==> src/rtl/serial_paralelo_rx.sv <==
// Deserializer for the PHY receive lane. It finds the byte boundary from the comma symbol and rebuilds MSB-first bytes.
// States: SEARCH = hunting for a comma in every window | ALIGN = confirming commas on boundaries | ACTIVE = locked, delivering bytes
module serial_paralelo_rx #(
    parameter logic [7:0]  COMMA     = 8'hBC,
    parameter int unsigned COMMA_CNT = 4
) (
    input  logic       clk_32f,
    input  logic       reset,
    input  logic       data_in,
    output logic [7:0] data_out,
    output logic       valid_out,
    output logic       byte_strobe,
    output logic       active
);
    typedef enum logic [1:0] {
        SEARCH = 2'd0,
        ALIGN  = 2'd1,
        ACTIVE = 2'd2
    } state_t;

    localparam logic [3:0] CNT_TGT = 4'(COMMA_CNT);

    state_t     r_state, w_state_nxt;
    // The oldest bit of the shift register never reaches the window, so only seven bits are kept.
    logic [6:0] r_sr;
    logic [2:0] r_bit_cnt, w_bit_cnt_nxt;
    logic [3:0] r_comma_seen, w_comma_seen_nxt;
    logic [7:0] r_data_out, w_data_out_nxt;
    logic       r_valid_out, w_valid_nxt;
    logic       r_byte_strobe, w_strobe_nxt;
    logic       r_active, w_active_nxt;

    logic [7:0] w_win;
    logic       w_is_comma;
    logic       w_boundary;
    logic [3:0] w_seen_inc;

    assign w_win      = {r_sr, data_in};
    assign w_is_comma = (w_win == COMMA);
    assign w_boundary = (r_bit_cnt == 3'd7);
    assign w_seen_inc = (r_comma_seen >= CNT_TGT) ? CNT_TGT : (r_comma_seen + 4'd1);

    always_ff @(posedge clk_32f or negedge reset) begin
        if (!reset) begin
            r_state      <= SEARCH;
            r_sr         <= '0;
            r_bit_cnt    <= '0;
            r_comma_seen <= '0;
        end else begin
            r_state      <= w_state_nxt;
            r_sr         <= w_win[6:0];
            r_bit_cnt    <= w_bit_cnt_nxt;
            r_comma_seen <= w_comma_seen_nxt;
        end
    end

    always_comb begin
        w_state_nxt      = r_state;
        w_bit_cnt_nxt    = r_bit_cnt;
        w_comma_seen_nxt = r_comma_seen;
        case (r_state)
            SEARCH: begin
                if (w_is_comma) begin
                    w_bit_cnt_nxt    = 3'd0;
                    w_comma_seen_nxt = 4'd1;
                    w_state_nxt      = (CNT_TGT == 4'd1) ? ACTIVE : ALIGN;
                end
            end
            ALIGN: begin
                w_bit_cnt_nxt = r_bit_cnt + 3'd1;
                if (w_boundary) begin
                    if (w_is_comma) begin
                        w_comma_seen_nxt = w_seen_inc;
                        if (w_seen_inc == CNT_TGT) begin
                            w_state_nxt = ACTIVE;
                        end
                    end else begin
                        w_comma_seen_nxt = 4'd0;
                        w_state_nxt      = SEARCH;
                    end
                end
            end
            ACTIVE: begin
                w_bit_cnt_nxt = r_bit_cnt + 3'd1;
            end
            default: begin
                w_state_nxt = SEARCH;
            end
        endcase
    end

    always_comb begin
        w_data_out_nxt = r_data_out;
        w_valid_nxt    = r_valid_out;
        w_strobe_nxt   = 1'b0;
        w_active_nxt   = (w_state_nxt == ACTIVE);
        if ((r_state == ACTIVE) && w_boundary) begin
            w_strobe_nxt = 1'b1;
            if (w_is_comma) begin
                w_valid_nxt = 1'b0;
            end else begin
                w_valid_nxt    = 1'b1;
                w_data_out_nxt = w_win;
            end
        end
    end

    always_ff @(posedge clk_32f or negedge reset) begin
        if (!reset) begin
            r_data_out    <= '0;
            r_valid_out   <= 1'b0;
            r_byte_strobe <= 1'b0;
            r_active      <= 1'b0;
        end else begin
            r_data_out    <= w_data_out_nxt;
            r_valid_out   <= w_valid_nxt;
            r_byte_strobe <= w_strobe_nxt;
            r_active      <= w_active_nxt;
        end
    end

    assign data_out    = r_data_out;
    assign valid_out   = r_valid_out;
    assign byte_strobe = r_byte_strobe;
    assign active      = r_active;
endmodule

==> config.mk <==
export PLATFORM = sky130hd
export DESIGN_NAME = serial_paralelo_rx
export DESIGN_NICKNAME = d
export VERILOG_FILES = /design/src/rtl/serial_paralelo_rx.sv
export SDC_FILE = /design/constraint.sdc
export NUM_CORES = 1
export LEC_CHECK = 0
export CAP_MARGIN = 20
export CORE_UTILIZATION = 48
export DETAILED_ROUTE_END_ITERATION = 8
export PLACE_DENSITY = 0.73
export SYNTH_ARGS = -nofsm -noshare
export SYNTH_HDL_FRONTEND = slang
export SYNTH_SLANG_ARGS = --single-unit
==> constraint.sdc <==
create_clock -name clk_32f -period 1.6 [get_ports clk_32f]
set_input_delay 0.4 -clock clk_32f [delete_from_list [all_inputs] [get_ports clk_32f]]
set_output_delay 0.4 -clock clk_32f [all_outputs]
set_load 0.01 [all_outputs]
==> results of run 1 <==
cell usage after synthesis:
| library cell | number |
|---|---|
| a21o_1 | 4 |
| nor3_1 | 2 |
| nand4bb_1 | 1 |
| mux2i_1 | 2 |
| a21oi_4 | 1 |
| and3b_2 | 1 |
| o21a_1 | 1 |
| nand3_1 | 2 |
| a221oi_2 | 1 |
| nor2_1 | 2 |
| a31oi_1 | 1 |
| and3_1 | 1 |
| inv_1 | 7 |
| a22o_1 | 1 |
| o2bb2ai_1 | 1 |
| nand4b_1 | 2 |
| a21boi_0 | 1 |
| a32oi_1 | 1 |
| mux2_2 | 9 |
| a21oi_1 | 1 |
| nor2b_1 | 1 |
| ha_1 | 8 |
| nor4_1 | 1 |
| nand2_1 | 3 |
| nor4b_1 | 1 |
| dfrtp_1 | 27 |
| o21ai_0 | 4 |
| nor2_2 | 1 |
| a211o_1 | 2 |
| or2_4 | 1 |
power by group through the flow:
stage | Clock (mW) | Combinational, mW | Sequential (mW)
after global routing | 0.330 | 0.260 | 0.776
final | 0.302 | 0.227 | 0.770
after detailed placement | 0 | 0.211 | 0.776
after global placement | 0 | 0.202 | 0.772
after floorplan | 0 | 0.128 | 0.768
after CTS | 0.309 | 0.220 | 0.771
what timing repair did:
item                                    in CTS  in global routing
buffers inserted                             0                  3
resized for setup                           17                  9
cloned                                       0                  0
pin swaps                                    3                  3
endpoints found under the setup margin      21                 13
flip-flops by register name (all words and copies together) (netlist names):
register	count
r_sr	7
r_state	2
data_out	8
byte_strobe	1
valid_out	1
r_comma_seen	4
active	1
r_bit_cnt	3
logic make-up after synthesis:
kind of cell,Yosys count,share of synthesized area [%]
flops,27,56.5
compound gates,19,12.7
simple gates,19,10.1
mux,11,10.2
fa+ha+maj,8,8.38
buf+inv,7,2.20
metrics by stage:
stage	util, %	instances	area, um^2
after floorplan	-	91	1190
after global placement	65.6	148	1490
after detailed placement	65.6	148	1490
after CTS	67.9	152	1550
after global routing	70.3	155	1600
final	70.3	155	1600
worst min path at each step:
stage                      startpoint           endpoint  slack [ps]  cells past startpoint
floorplan                       reset   active$_DFF_PN0_         100                      0
global placement    r_sr[5]$_DFF_PN0_  r_sr[6]$_DFF_PN0_         380                      0
detailed placement  r_sr[5]$_DFF_PN0_  r_sr[6]$_DFF_PN0_         380                      0
CTS                 r_sr[5]$_DFF_PN0_  r_sr[6]$_DFF_PN0_         410                      0
global route                  data_in  r_sr[0]$_DFF_PN0_         220                      1
finish                        data_in  r_sr[0]$_DFF_PN0_         230                      1
worst reg2reg max path: stages, from the launching register on:
cell and delay, ps:
dfrtp_1 420, ha_1 310, nand4b_1 200, and3_1 170, a211o_1 270, a221oi_2 250
per-layer routing:
metal	global-route usage, %	up-vias	share of wire, %
li1	-	408	-
met1	25.2	417	49
met2	29.9	10	48
met3	2.63	2	2.3
met4	6.76	0	0.87
met5	0	-	0
layout make-up:
| type | instances | area, um^2 | share of cell area, % |
|---|---|---|---|
| flip-flops and latches | 27 | 676 | 42.2 |
| inverters | 7 | 28.8 | 1.80 |
| clock buffers | 3 | 22.5 | 1.41 |
| repair buffers | 32 | 278 | 17.4 |
| multi-input cells | 57 | 553 | 34.6 |
| well taps | 28 | 35.0 | 2.19 |
| clock inverters | 1 | 7.51 | 0.469 |
==> impl_metrics.toml, run 1 <==
[route]
postRouteAntennaNets = 0
routed_wl_um = 2180
first_iter_violations = 6
avgRoutedWirePerCell_um = 14.0
via_count = 837
remaining_drc_errors = 0
viasPerCell = 5.40
first_pass_iters = 4

[clock_network]
clock_path_buffers = 2
clock_sinks = 27
h-tree-depth = 1
clk_pin_slew_ps = 150
cts-root-buf = "clkbuf_4"
numCtsBuffers = 3
clk_latency_ps = 330
hold_buffers = 0
cts_tree = "done"

[placed_design]
gp_congestion = 0.869
dp_hpwl_um = 1570
pre_cts_ws_ps = -430
port_buffers = 13

[logic_synthesis]
seq_area_frac_synth_pct = 56.5
synth_nets = 102
synth.distinct_cells = 30
syn_area_um2 = 1190
synth_largest_area_cell = "dfrtp_1"
yosys-top-cells-area = "dfrtp_1, mux2_2, ha_1"
synthesis.instances = 91
synth-seq-cells = 27
syn_avg_cell_area_um2 = 13.1
yosys_warnings = 0
synth_top_area_share_pct = 56.5

[setup_path]
ff2ff_path_depth = 5
crit_path_max_incr_delay_ps = 420
cp.depth = 5
reg2reg_to = "active$_DFF_PN0_"
worstSetupStartpointType = "flop"
r2r_setup_slack_ps = -100
worstReg2RegStart = "r_comma_seen[1]$_DFFE_PN0P_"
path_delay_family = "compound AO/OA/AOI/OAI gates"
cp.arrival_ps = 1950
crit_end = "active$_DFF_PN0_"
crit_path_cell_trace = "ha_1 > nand4b_1 > and3_1 > a211o_1 > a221oi_2"
worst-path-buf-inv = 0
cp-startpoint = "r_comma_seen[1]$_DFFE_PN0P_"
critPathKind = "reg -> reg"
worstSetupEndpointType = "flop"
required_ps = 1840
cp_max_fo = 2
cpMaxStageDelayCell = "dfrtp_1"

[worst_hold_path]
min_path_type = "in -> reg"

[timing]
maxSlewViolCount = 0
setup_tns_ps = -164
finalClockSkew_ps = 5.06
setup_violations = 2
period_needed_ps = 1700
period_share_pct = 106
tightest_slew_ps = 336
relSlewSlack_pct = 77.6
timing.final.ws_setup_ps = -102
fmax_mhz = 587
finalHoldViolCount = 0
grt_setup_unrepaired = "yes"
fin_hold_ws_ps = 226

[global_route]
grt_start_max_net_pins = 28
grt_use_total_pct = 18.5
antenna_found_initial = 0
grt_pass1_vias = 830
grt-ovfl-total = 0
grt_pass1_wl_um = 3660

[run_status]
status = "finished with violations"
violations = "negative setup slack"

[finish]
layout-drive-gt1-share_pct = 37.0
layout_commonest_cell = "dfrtp_1"
fill_cells = 158
num_antenna_cells = 0
layout_common_cells = "dfrtp_1, buf_4, dlygate4sd2_1, mux2_2, inv_1"
final_nets = 139
area_growth_pct = 33.9

[power_and_ir_drop]
p_leak_nw = 0.786
total_power_mw = 1.30
seqPwrFrac_pct = 59.3
p_clk_share_pct = 23.2
sw_frac_of_total_pct = 27.6
powerDensity_nw_per_um2 = 812
internal_power_uw = 941
p_sw_uw = 358
combPwrFrac_pct = 17.5
ir_drop_v = 0.000745

[job]
max_cap_violations = 0

[floorplanning]
dieArea_um2 = 2690
rows = 17
die_height_um = 51.9
core_um2 = 2280
num_io_pins = 14
die_w_um = 51.9
start_util_pct = 52.5
(Power assumes the default switching activity.)
==> run 2, diff against run 1 <==
--- a/config.mk
+++ b/config.mk
@@ -6,9 +6,8 @@
 export NUM_CORES = 1
 export LEC_CHECK = 0
 export CAP_MARGIN = 20
-export CORE_UTILIZATION = 48
+export CORE_UTILIZATION = 30
 export DETAILED_ROUTE_END_ITERATION = 8
-export PLACE_DENSITY = 0.73
 export SYNTH_ARGS = -nofsm -noshare
 export SYNTH_HDL_FRONTEND = slang
 export SYNTH_SLANG_ARGS = --single-unit
==> run 2 against run 1 <==
Register-to-register slack improved by 30 ps. Hold slack improved by 180 ps. First-iteration DRC count rose to 4.5 times the previous value. The flow still finishes with violations (negative setup slack). Wire length rose by 5.5%. Clock skew rose by 6.5 ps. Largest power group unchanged.
==> impl_metrics.toml, run 2 (synthesis results as in run 1) <==
[global_route]
grt_start_max_net_pins = 28
antenna_found_initial = 0
grt-ovfl-total = 0
grt_pass1_wl_um = 3860
grt_use_total_pct = 11.9
grt_pass1_vias = 833

[clock_network]
clock_sinks = 27
clk_pin_slew_ps = 100
clk_latency_ps = 280
cts_tree = "done"
numCtsBuffers = 3
cts-root-buf = "clkbuf_8"
h-tree-depth = 1
clock_path_buffers = 2

[timing]
tightest_slew_ps = 343
period_needed_ps = 1680
timing.final.ws_setup_ps = -75.3
fmax_mhz = 597
finalClockSkew_ps = 11.6
grt_setup_unrepaired = "yes"
relSlewSlack_pct = 77.1
finalHoldViolCount = 0
setup_tns_ps = -123
period_share_pct = 105
maxSlewViolCount = 0
setup_violations = 2

[placed_design]
dp_hpwl_um = 1620
dp_cells = 169
port_buffers = 13
gp_congestion = 0.855

[finish]
final_nets = 142
layout-drive-gt1-share_pct = 36.9
largest_register_ffs = 8
num_antenna_cells = 0
layout_commonest_cell = "dfrtp_1"
layout_common_cells = "dfrtp_1, buf_4, mux2_2, dlymetal6s2s_1, inv_1"
fin_cells = 178
final_util_pct = 45.1
area_growth_pct = 41.3
fill_cells = 376

[power_and_ir_drop]
seqPwrFrac_pct = 54.3
p_sw_uw = 386
internal_power_mw = 1.03
powerDensity_nw_per_um2 = 841
combPwrFrac_pct = 17.1
ir_drop_v = 0.000470
sw_frac_of_total_pct = 27.2
total_power_mw = 1.42
p_clk_share_pct = 28.6
p_leak_nw = 0.875

[run_status]
violations = "negative setup slack"
status = "finished with violations"

[setup_path]
ff2ff_path_depth = 5
cp-startpoint = "r_comma_seen[0]$_DFFE_PN0P_"
crit_path_cell_trace = "ha_1 > nand4b_1 > and3_1 > a211o_1 > a221oi_2"
worstReg2RegStart = "r_comma_seen[0]$_DFFE_PN0P_"
worstSetupEndpointType = "flop"
reg2reg_to = "active$_DFF_PN0_"
cp_max_fo = 2
crit_end = "active$_DFF_PN0_"
r2r_setup_slack_ps = -80
cp.arrival_ps = 1870
crit_path_max_incr_delay_ps = 400
worstSetupStartpointType = "flop"
required_ps = 1800
cpMaxStageDelayCell = "dfrtp_1"
critPathKind = "reg -> reg"

[route]
routed_wl_um = 2300
via_count = 862
viasPerCell = 4.84
remaining_drc_errors = 0
postRouteAntennaNets = 0
avgRoutedWirePerCell_um = 12.9
first_iter_violations = 27
first_pass_iters = 4

[floorplanning]
rows = 22
die_w_um = 65.1
core_um2 = 3740
dieArea_um2 = 4240
start_util_pct = 31.9
die_height_um = 65.1
num_io_pins = 14

[worst_hold_path]
min_path_type = "reg -> reg"

[job]
max_cap_violations = 0
==> run 2: through the flow <==
step	instance area (um^2)	hold WS (ps)	setup slack (ps)
after floorplan	1190	104	0.926
after global placement	1510	384	-383
after detailed placement	1510	382	-406
after CTS	1620	413	-64.7
after global routing	1690	421	-115
final	1690	409	-75.3
==> run 2: worst min-delay path by stage <==
stage | slack [ps] | endpoint | cells past startpoint | startpoint
after floorplan | 100 | active$_DFF_PN0_ | 0 | reset
after CTS | 410 | r_sr[6]$_DFF_PN0_ | 0 | r_sr[5]$_DFF_PN0_
after detailed placement | 380 | r_sr[6]$_DFF_PN0_ | 0 | r_sr[5]$_DFF_PN0_
after global routing | 420 | r_sr[6]$_DFF_PN0_ | 0 | r_sr[5]$_DFF_PN0_
final | 410 | r_sr[2]$_DFF_PN0_ | 0 | r_sr[1]$_DFF_PN0_
after global placement | 380 | r_sr[2]$_DFF_PN0_ | 0 | r_sr[1]$_DFF_PN0_
==> run 2: timing repair <==
item	CTS	global route
pin swaps	4	4
hold buffers	0	0
hold endpoints to repair	0	0
endpoints found under the setup margin	17	23
setup buffers	1	4
resized for setup	9	17
==> run 2: area by class of cell <==
cell class / instances / area, um^2 / area share, %
Clock buffer: 3 / 41.3 / 2.45
Clock inverter: 1 / 7.51 / 0.445
Inverter: 7 / 26.3 / 1.56
Multi-Input combinational cell: 57 / 556 / 32.9
Sequential cell: 27 / 676 / 40.0
Tap cell: 48 / 60.1 / 3.56
Timing Repair Buffer: 35 / 322 / 19.1
==> run 2: layer usage <==
metal  routed length [um]  track usage (%)  up-vias
met4                   22             4.35        0
met5                    0                0        -
met2                 1130             18.2       26
met1                 1050             16.4      424
met3                   92             2.78        3
li1                     -                -      409
==> run 2: worst max-delay path: cells and delay by family, from the launching register on <==
kind | cells | cell delay, ps
DFF | 1 | 400
adders and majority gates | 1 | 310
and+or+nand+nor | 2 | 370
AOI/OAI and AO/OA | 2 | 510
==> run 2: power by group through the flow <==
stage | Sequential (mW) | Clock, mW | Combinational [mW]
2_1_floorplan | 0.768 | 0 | 0.128
3_3_place_gp | 0.772 | 0 | 0.200
3_5_place_dp | 0.775 | 0 | 0.211
4_1_cts | 0.770 | 0.413 | 0.227
5_1_grt | 0.778 | 0.440 | 0.279
6_report | 0.770 | 0.406 | 0.243
